File: src/rtl/arg_fetch_pkg.sv
// Shared state encoding and slot-index helpers for the operand fetcher.
package arg_fetch_pkg;

  typedef enum logic [2:0] {IDLE, ARG, WAIT, DONE, DRAIN} state_t;

  localparam int MIN_IDX_W = 1;

  // Operand index width; a single-operand unit still needs a 1-bit index.
  function automatic int idx_width(input int num_args);
    return (num_args > 1) ? $clog2(num_args) : MIN_IDX_W;
  endfunction

  function automatic int slot_lsb(input int slot, input int width);
    return slot * width;
  endfunction

endpackage

File: src/rtl/arg_fetch_unit_slot.sv
// One operand: latched base/immediate, their sum, the shadow register and
// the committed output register.
module arg_slot #(
  parameter int WIDTH = 16
) (
  input  logic             clock,
  input  logic             reset,
  input  logic             load,
  input  logic [WIDTH-1:0] base_in,
  input  logic [WIDTH-1:0] imm_in,
  input  logic             is_mem_in,
  input  logic             cap_sum,
  input  logic             cap_mem,
  input  logic             commit,
  input  logic [WIDTH-1:0] mem_rdata,
  output logic [WIDTH-1:0] sum,
  output logic             is_mem,
  output logic [WIDTH-1:0] value
);

  logic [WIDTH-1:0] base_q;
  logic [WIDTH-1:0] imm_q;
  logic [WIDTH-1:0] shadow;
  logic [WIDTH-1:0] shadow_next;

  assign sum = base_q + imm_q;

  // The last operand is captured on the same edge as the commit, so the
  // committed value comes from the shadow's next value, not its current one.
  always_comb begin
    shadow_next = shadow;
    if (cap_sum) begin
      shadow_next = sum;
    end else if (cap_mem) begin
      shadow_next = mem_rdata;
    end
  end

  always_ff @(posedge clock) begin
    if (reset) begin
      base_q <= '0;
      imm_q  <= '0;
      is_mem <= 1'b0;
      shadow <= '0;
      value  <= '0;
    end else begin
      if (load) begin
        base_q <= base_in;
        imm_q  <= imm_in;
        is_mem <= is_mem_in;
      end
      shadow <= shadow_next;
      if (commit) begin
        value <= shadow_next;
      end
    end
  end

endmodule

File: src/rtl/arg_fetch_unit.sv
// Multi-operand fetcher: sequences NUM_ARGS operands, each either base+imm
// or a memory read at base+imm, and publishes them together with done.
module arg_fetch_unit #(
  parameter int WIDTH    = 16,
  parameter int NUM_ARGS = 2
) (
  input  logic                      clock,
  input  logic                      reset,
  input  logic                      start,
  input  logic                      flush,
  input  logic [NUM_ARGS*WIDTH-1:0] immediate,
  input  logic [NUM_ARGS*WIDTH-1:0] register_value,
  input  logic [NUM_ARGS-1:0]       is_mem,
  output logic                      mem_req,
  output logic [WIDTH-1:0]          mem_addr,
  input  logic                      mem_ready,
  input  logic                      mem_rvalid,
  input  logic [WIDTH-1:0]          mem_rdata,
  output logic                      busy,
  output logic                      done,
  output logic [NUM_ARGS*WIDTH-1:0] arg_value
);

  import arg_fetch_pkg::*;

  localparam int IDX_W = idx_width(NUM_ARGS);
  localparam logic [IDX_W-1:0] LAST_IDX = IDX_W'(NUM_ARGS - 1);

  state_t state, state_next;
  logic [IDX_W-1:0]    k, k_next;
  logic                load, cap_sum_en, cap_mem_en, advance, commit;
  logic [NUM_ARGS-1:0] sel, mem_lat;
  logic [WIDTH-1:0]    sums [NUM_ARGS];
  logic [WIDTH-1:0]    cur_sum;
  logic                cur_mem;

  for (genvar i = 0; i < NUM_ARGS; i++) begin : g_slot
    arg_slot #(.WIDTH(WIDTH)) u_slot (
      .clock     (clock),
      .reset     (reset),
      .load      (load),
      .base_in   (register_value[slot_lsb(i, WIDTH) +: WIDTH]),
      .imm_in    (immediate[slot_lsb(i, WIDTH) +: WIDTH]),
      .is_mem_in (is_mem[i]),
      .cap_sum   (sel[i] & cap_sum_en),
      .cap_mem   (sel[i] & cap_mem_en),
      .commit    (commit),
      .mem_rdata (mem_rdata),
      .sum       (sums[i]),
      .is_mem    (mem_lat[i]),
      .value     (arg_value[slot_lsb(i, WIDTH) +: WIDTH])
    );
  end

  // Decoded operand select; keeps non-power-of-two NUM_ARGS in range.
  always_comb begin
    sel     = '0;
    cur_sum = '0;
    cur_mem = 1'b0;
    for (int i = 0; i < NUM_ARGS; i++) begin
      if (k == IDX_W'(i)) begin
        sel[i]  = 1'b1;
        cur_sum = sums[i];
        cur_mem = mem_lat[i];
      end
    end
  end

  always_ff @(posedge clock) begin
    if (reset) begin
      state <= IDLE;
      k     <= '0;
    end else begin
      state <= state_next;
      k     <= k_next;
    end
  end

  // A flush coinciding with the response means nothing is left to drain.
  always_comb begin
    state_next = state;
    k_next     = k;
    load       = 1'b0;
    cap_sum_en = 1'b0;
    cap_mem_en = 1'b0;
    advance    = 1'b0;
    mem_req    = 1'b0;
    mem_addr   = '0;
    case (state)
      IDLE: begin
        if (start) begin
          load       = 1'b1;
          k_next     = '0;
          state_next = ARG;
        end
      end
      ARG: begin
        if (flush) begin
          state_next = IDLE;
        end else if (!cur_mem) begin
          cap_sum_en = 1'b1;
          advance    = 1'b1;
        end else begin
          mem_req  = 1'b1;
          mem_addr = cur_sum;
          if (mem_ready) state_next = WAIT;
        end
      end
      WAIT: begin
        if (flush) begin
          state_next = mem_rvalid ? IDLE : DRAIN;
        end else if (mem_rvalid) begin
          cap_mem_en = 1'b1;
          advance    = 1'b1;
        end
      end
      DONE:    state_next = IDLE;
      DRAIN:   if (mem_rvalid) state_next = IDLE;
      default: state_next = IDLE;
    endcase
    if (advance) begin
      if (k == LAST_IDX) begin
        state_next = DONE;
      end else begin
        k_next     = k + IDX_W'(1);
        state_next = ARG;
      end
    end
  end

  assign commit = (state_next == DONE);
  assign busy   = (state != IDLE);
  assign done   = (state == DONE);

endmodule
File: config.mk
export PLATFORM = sky130hd
export DESIGN_NAME = arg_fetch_unit
export DESIGN_NICKNAME = d
export VERILOG_FILES = /design/src/rtl/arg_fetch_pkg.sv /design/src/rtl/arg_fetch_unit_slot.sv /design/src/rtl/arg_fetch_unit.sv
export SDC_FILE = /design/constraint.sdc
export NUM_CORES = 1
export LEC_CHECK = 0
export ABC_CLOCK_PERIOD_IN_PS = 5000
export CAP_MARGIN = 25
export CORE_MARGIN = 2
export CORE_UTILIZATION = 30
export CTS_CLUSTER_DIAMETER = 80
export DETAILED_ROUTE_END_ITERATION = 10
export SLEW_MARGIN = 40
export SYNTH_ARGS = -nofsm -noshare
export SYNTH_HDL_FRONTEND = slang
export SYNTH_SLANG_ARGS = --single-unit
export TNS_END_PERCENT = 30
File: constraint.sdc
create_clock -name clock -period 5 [get_ports clock]
set_input_delay 1 -clock clock [delete_from_list [all_inputs] [get_ports clock]]
set_output_delay 1 -clock clock [all_outputs]
set_load 0.05 [all_outputs]
# After elaboration in Yosys (flattened, before gate mapping)
# Index checks and enable logic that the tools add are counted.
# word_totals
regBits,134
inputBits,88
output_inout_bits,51
word_cells,63
# classes
add_sub_neg,3
n_eq_ne,5
n_mux,37
bitwise_logic,4
n_reduce_logical,2
# ops
cell,count
$mux 16,8
$add 16x16->16,2
$mux 3,8
$mux 1,18
$pmux 3 s4,1
$eq 3x2->1 const B,3
$and 1x1->1,4
$eq 3x1->1 const B,1
$eq 3x3->1 const B,1
$logic_not 3->1,1
$reduce_bool 3->1,1
$mux 2,1
$pmux 1 s2,1
$add 1x1->1 const B,1

# Longest topological paths before layout
# depth
depth_word,6
depth_mapped,9

# Modules after synthesis
# Synthesis repeated with hierarchy kept, for this count alone.
# hier_totals
hier_cells,798
area_unflattened_um2,7354.6
# by_module_without_submodules
mod,n_inst,cells_per_inst,area_each_um2,seq_area_each_um2
arg_slot at g_slot[0].u_slot,1,362,3368.2,1301.2
arg_slot at g_slot[1].u_slot,1,363,3314.4,1301.2
arg_fetch_unit,1,73,671.9,80.1

# Worst setup path before layout
# OpenSTA, ideal clock, no wires.
# synth_path
kind,flip-flop to output port
from,reg g_slot[0].u_slot.imm_q[0]
to,out mem_addr[14]
t_arrival_ps,3082
required_time_ps,4000
slack_ps,918
path_stages_with_launch,10
path_cell_list,dfxtp_1 -> ha_1 -> fa_1 -> a211oi_2 -> nor4_1 -> nor3_2 -> a21oi_1 -> o21a_1 -> or4b_1 -> a31oi_1
# synth_between
elab_chain_cells,5
# synth_rtl
element,line,text
start: declaration,arg_fetch_unit_slot.sv:22,logic [WIDTH-1:0] imm_q;
start signal: assignment,arg_fetch_unit_slot.sv:49,imm_q <= imm_in;
$add 16x16->16,arg_fetch_unit_slot.sv:26,assign sum = base_q + imm_q;
$mux 16,arg_fetch_unit.sv:61,if (k == IDX_W'(i)) begin
$mux 16,arg_fetch_unit.sv:100,end else if (!cur_mem) begin
$mux 16,arg_fetch_unit.sv:98,if (flush) begin
$mux 16,arg_fetch_unit.sv:89,case (state)
end: declaration,arg_fetch_unit.sv:15,"output logic [WIDTH-1:0] mem_addr,"
# No other way between the ends.

# Worst setup path after layout
# Same ends and word-level chain as after synthesis.

==> flow_summary.toml <==
[run_status]
status = "completed"

[final_layout]
layout-area-overhead-vs-synth_pct = 32.0
stdcell_count = 1265
final_util = 0.406
drive_gt1_frac = 0.0691
nets = 1091
mostFrequentLayoutCell = "nand2_1"
layout_common_cells = "205 x nand2_1, 137 x a21oi_1, 133 x dfxtp_1"

[sta]
period_share = 0.947
fmax_ghz = 0.211
setup_ws_ns = 0.266
finalSetupViolations = 0
tns_ns = 0
final_hold_viol_count = 0
skew_ns = 0.00406
maxSlewHeadroom = 0.474
min_period_ns = 4.73
rsz0062_at_grt = "no"
drv_slew = 0
worstMarginPinSlew_ns = 0.788

[critical_path]
critPathMaxFanout = 4
cp-end-kind = "primary output"
critPathLaunchType = "register"
arrival_ns = 3.73
critical_path_class = "reg -> out"
r2r_slack_ns = 2.29
critical_path_required_ns = 4.00

[synthesis]
syn_nets = 977
synthAdderAreaFrac = 0.0614
yosysSeqAreaShare = 0.397
ys_seq_elements = 134
yosysTopAreaCell = "dfxtp_1"
synth-compound-area-share = 0.205
synth_edf_count = 0
synth_cells = 857
synth_top_family_by_area = "simple AND/OR/NAND/NOR gates"
yosys_warnings = 0
synth-async-reset-ratio = 0
yosys_most_used_dff = "dfxtp_1"
synth_top_area_frac = 0.397
synth.distinct_cells = 57
avgSynthCellArea_um2 = 7.89
yosys.area_share.simple = 0.212
syn_area_um2 = 6760
synth_xor_area_frac = 0.0324
synthMuxAreaShare = 0.0590
ys_top_cells_by_area = "dfxtp_1 40%, nand2_1 11%, a21oi_1 10%, ha_1 5.5%, mux2i_1 4.7%"

[route]
drc = 0
m1WireLength_mm = 9.80
wl_met2_mm = 8.87
dr_wl_met3_mm = 1.32
firstDrtPassIters = 5
via_count = 6282
post_drt_wl_per_cell_um = 16.1
top_layer_used = "met4"
drt_iter0_drc = 441
avgViaCountPerCell = 4.97
ant_nets = 0
routed_wl_mm = 20.3

[die]
rows = 54
dieWidth_um = 154
io_pins = 139
start_util = 0.308
dieArea_um2 = 23800
die_y_um = 154
fp.coreArea_um2 = 22000

[global_route]
grt_pass1_vias = 5902
grt_max_degree = 93
overflow = 0
grt_pass1_wl_mm = 31.6
antenna_found_initial = 0
grt_usage = 0.170

[hold_path]
hold_path.class = "reg -> reg"

[clocking]
postCtsSetupRepairBufs = 0
cts_num_sinks = 134
cts_tree = "built"
clk_latency_ns = 0.42
h-tree-depth = 4
root_buffer = "clkbuf_16"
cts.clk_slew.worst_paths_ns = 0.06
cts_max_path_buffers = 2
numCtsBuffers = 17

[placement]
post-dp-hpwl_mm = 15.2
dp_slack_ns = 0.416
numPortBuffers = 138
gp_congestion = 0.911
dp_cells = 1232

[power_and_ir_drop]
p_leak_nw = 3.70
ir_drop_uv = 195
powerDensity_nw_per_um2 = 312

[run]
max-cap-violations = 0
==> per-stage QoR <==
stage / instance area (um2) / power (W) / hold slack [ns]
after floorplan: 6760 / 0.00140 / 0.428
after global placement: 8340 / 0.00157 / 0.441
after detailed placement: 8350 / 0.00157 / 0.448
after CTS: 8920 / 0.00280 / 0.456
after global routing: 8920 / 0.00290 / 0.472
final: 8930 / 0.00278 / 0.451
==> flip-flops by register name, summed over array words and instances (netlist names) <==
name	flops
g_slot.u_slot.base_q	32
g_slot.u_slot.imm_q	32
g_slot.u_slot.is_mem	2
g_slot.u_slot.shadow	32
g_slot.u_slot.value	32
k	1
state	3
==> logic make-up after synthesis <==
logic type	after synthesis
AOI/OAI and AO/OA	237
xor gates and xnor gates	25
adders and majority gates	32
buffers and inverters	58
DFF	134
muxes	39
and+or+nand+nor	332
==> synth_stat cells (all sizes together) (2+ instances only) <==
master,number
o21bai,6
fa,2
nor4,5
clkbuf,39
and3,2
nand4,6
nand3b,3
a211oi,17
nor3,10
nor2,56
xor2,12
dfxtp,134
nor2b,3
buf,12
inv,7
and2,7
a21oi,137
mux2,7
a31oi,6
a2111oi,3
ha,30
a311oi,3
nand3,19
a32oi,2
nor3b,2
mux2i,32
o21ai,28
nand2b,3
o22ai,4
a21o,11
o31ai,4
o211ai,3
or3,3
xnor2,13
nand2,207
o21a,7
==> worst paths after layout <==
kind | startpoint | to | depth (start not counted)
worst min-delay path | g_slot[0].u_slot.value[3] | g_slot[0].u_slot.value[3] | 2
worst max-delay path | g_slot[0].u_slot.imm_q[0] | mem_addr[14] | 10
worst min register to register | g_slot[0].u_slot.value[3] | g_slot[0].u_slot.value[3] | 2
worst max register to register | k | g_slot[1].u_slot.value[12] | 7
==> cell type report <==
class	instances	area [um2]
fill	2267	13000
timing repair buffer	146	1420
inverter	7	26.3
tap	280	350
antenna	1	2.50
multi-input combinational	665	3860
clock buffer	23	478
clock inverter	9	100
sequential	134	2680
==> what timing repair did <==
action	CTS	global route
hold buffers	0	0
resized for setup	1	0
endpoints found under the setup margin	1	0
==> where the power goes <==
group | switching (W) | total [W] | internal [W]
clock network | 0.000465 | 0.00123 | 0.000769
registers | 0.0000301 | 0.00115 | 0.00112
logic | 0.000235 | 0.000401 | 0.000166
total | 0.000730 | 0.00278 | 0.00205
==> worst max-delay path: stages (launching register included) <==
cell and delay [ns]:
dfxtp_1 0.31, ha_1 0.24, fa_1 0.50, a211oi_2 0.24
nor4_1 0.12, nor3_2 0.26, a21oi_1 0.12, o21a_1 0.22
or4b_1 0.47, a31oi_1 0.26, dlygate4sd2_1 0.57
==> layer usage <==
metal | GRT usage | vias to the layer above
li1 | - | 3218
met5 | 0 | -
met4 | 0.0507 | 0
met2 | 0.264 | 187
met3 | 0.0369 | 20
met1 | 0.237 | 2857
Power figures use the tool's default switching activity.
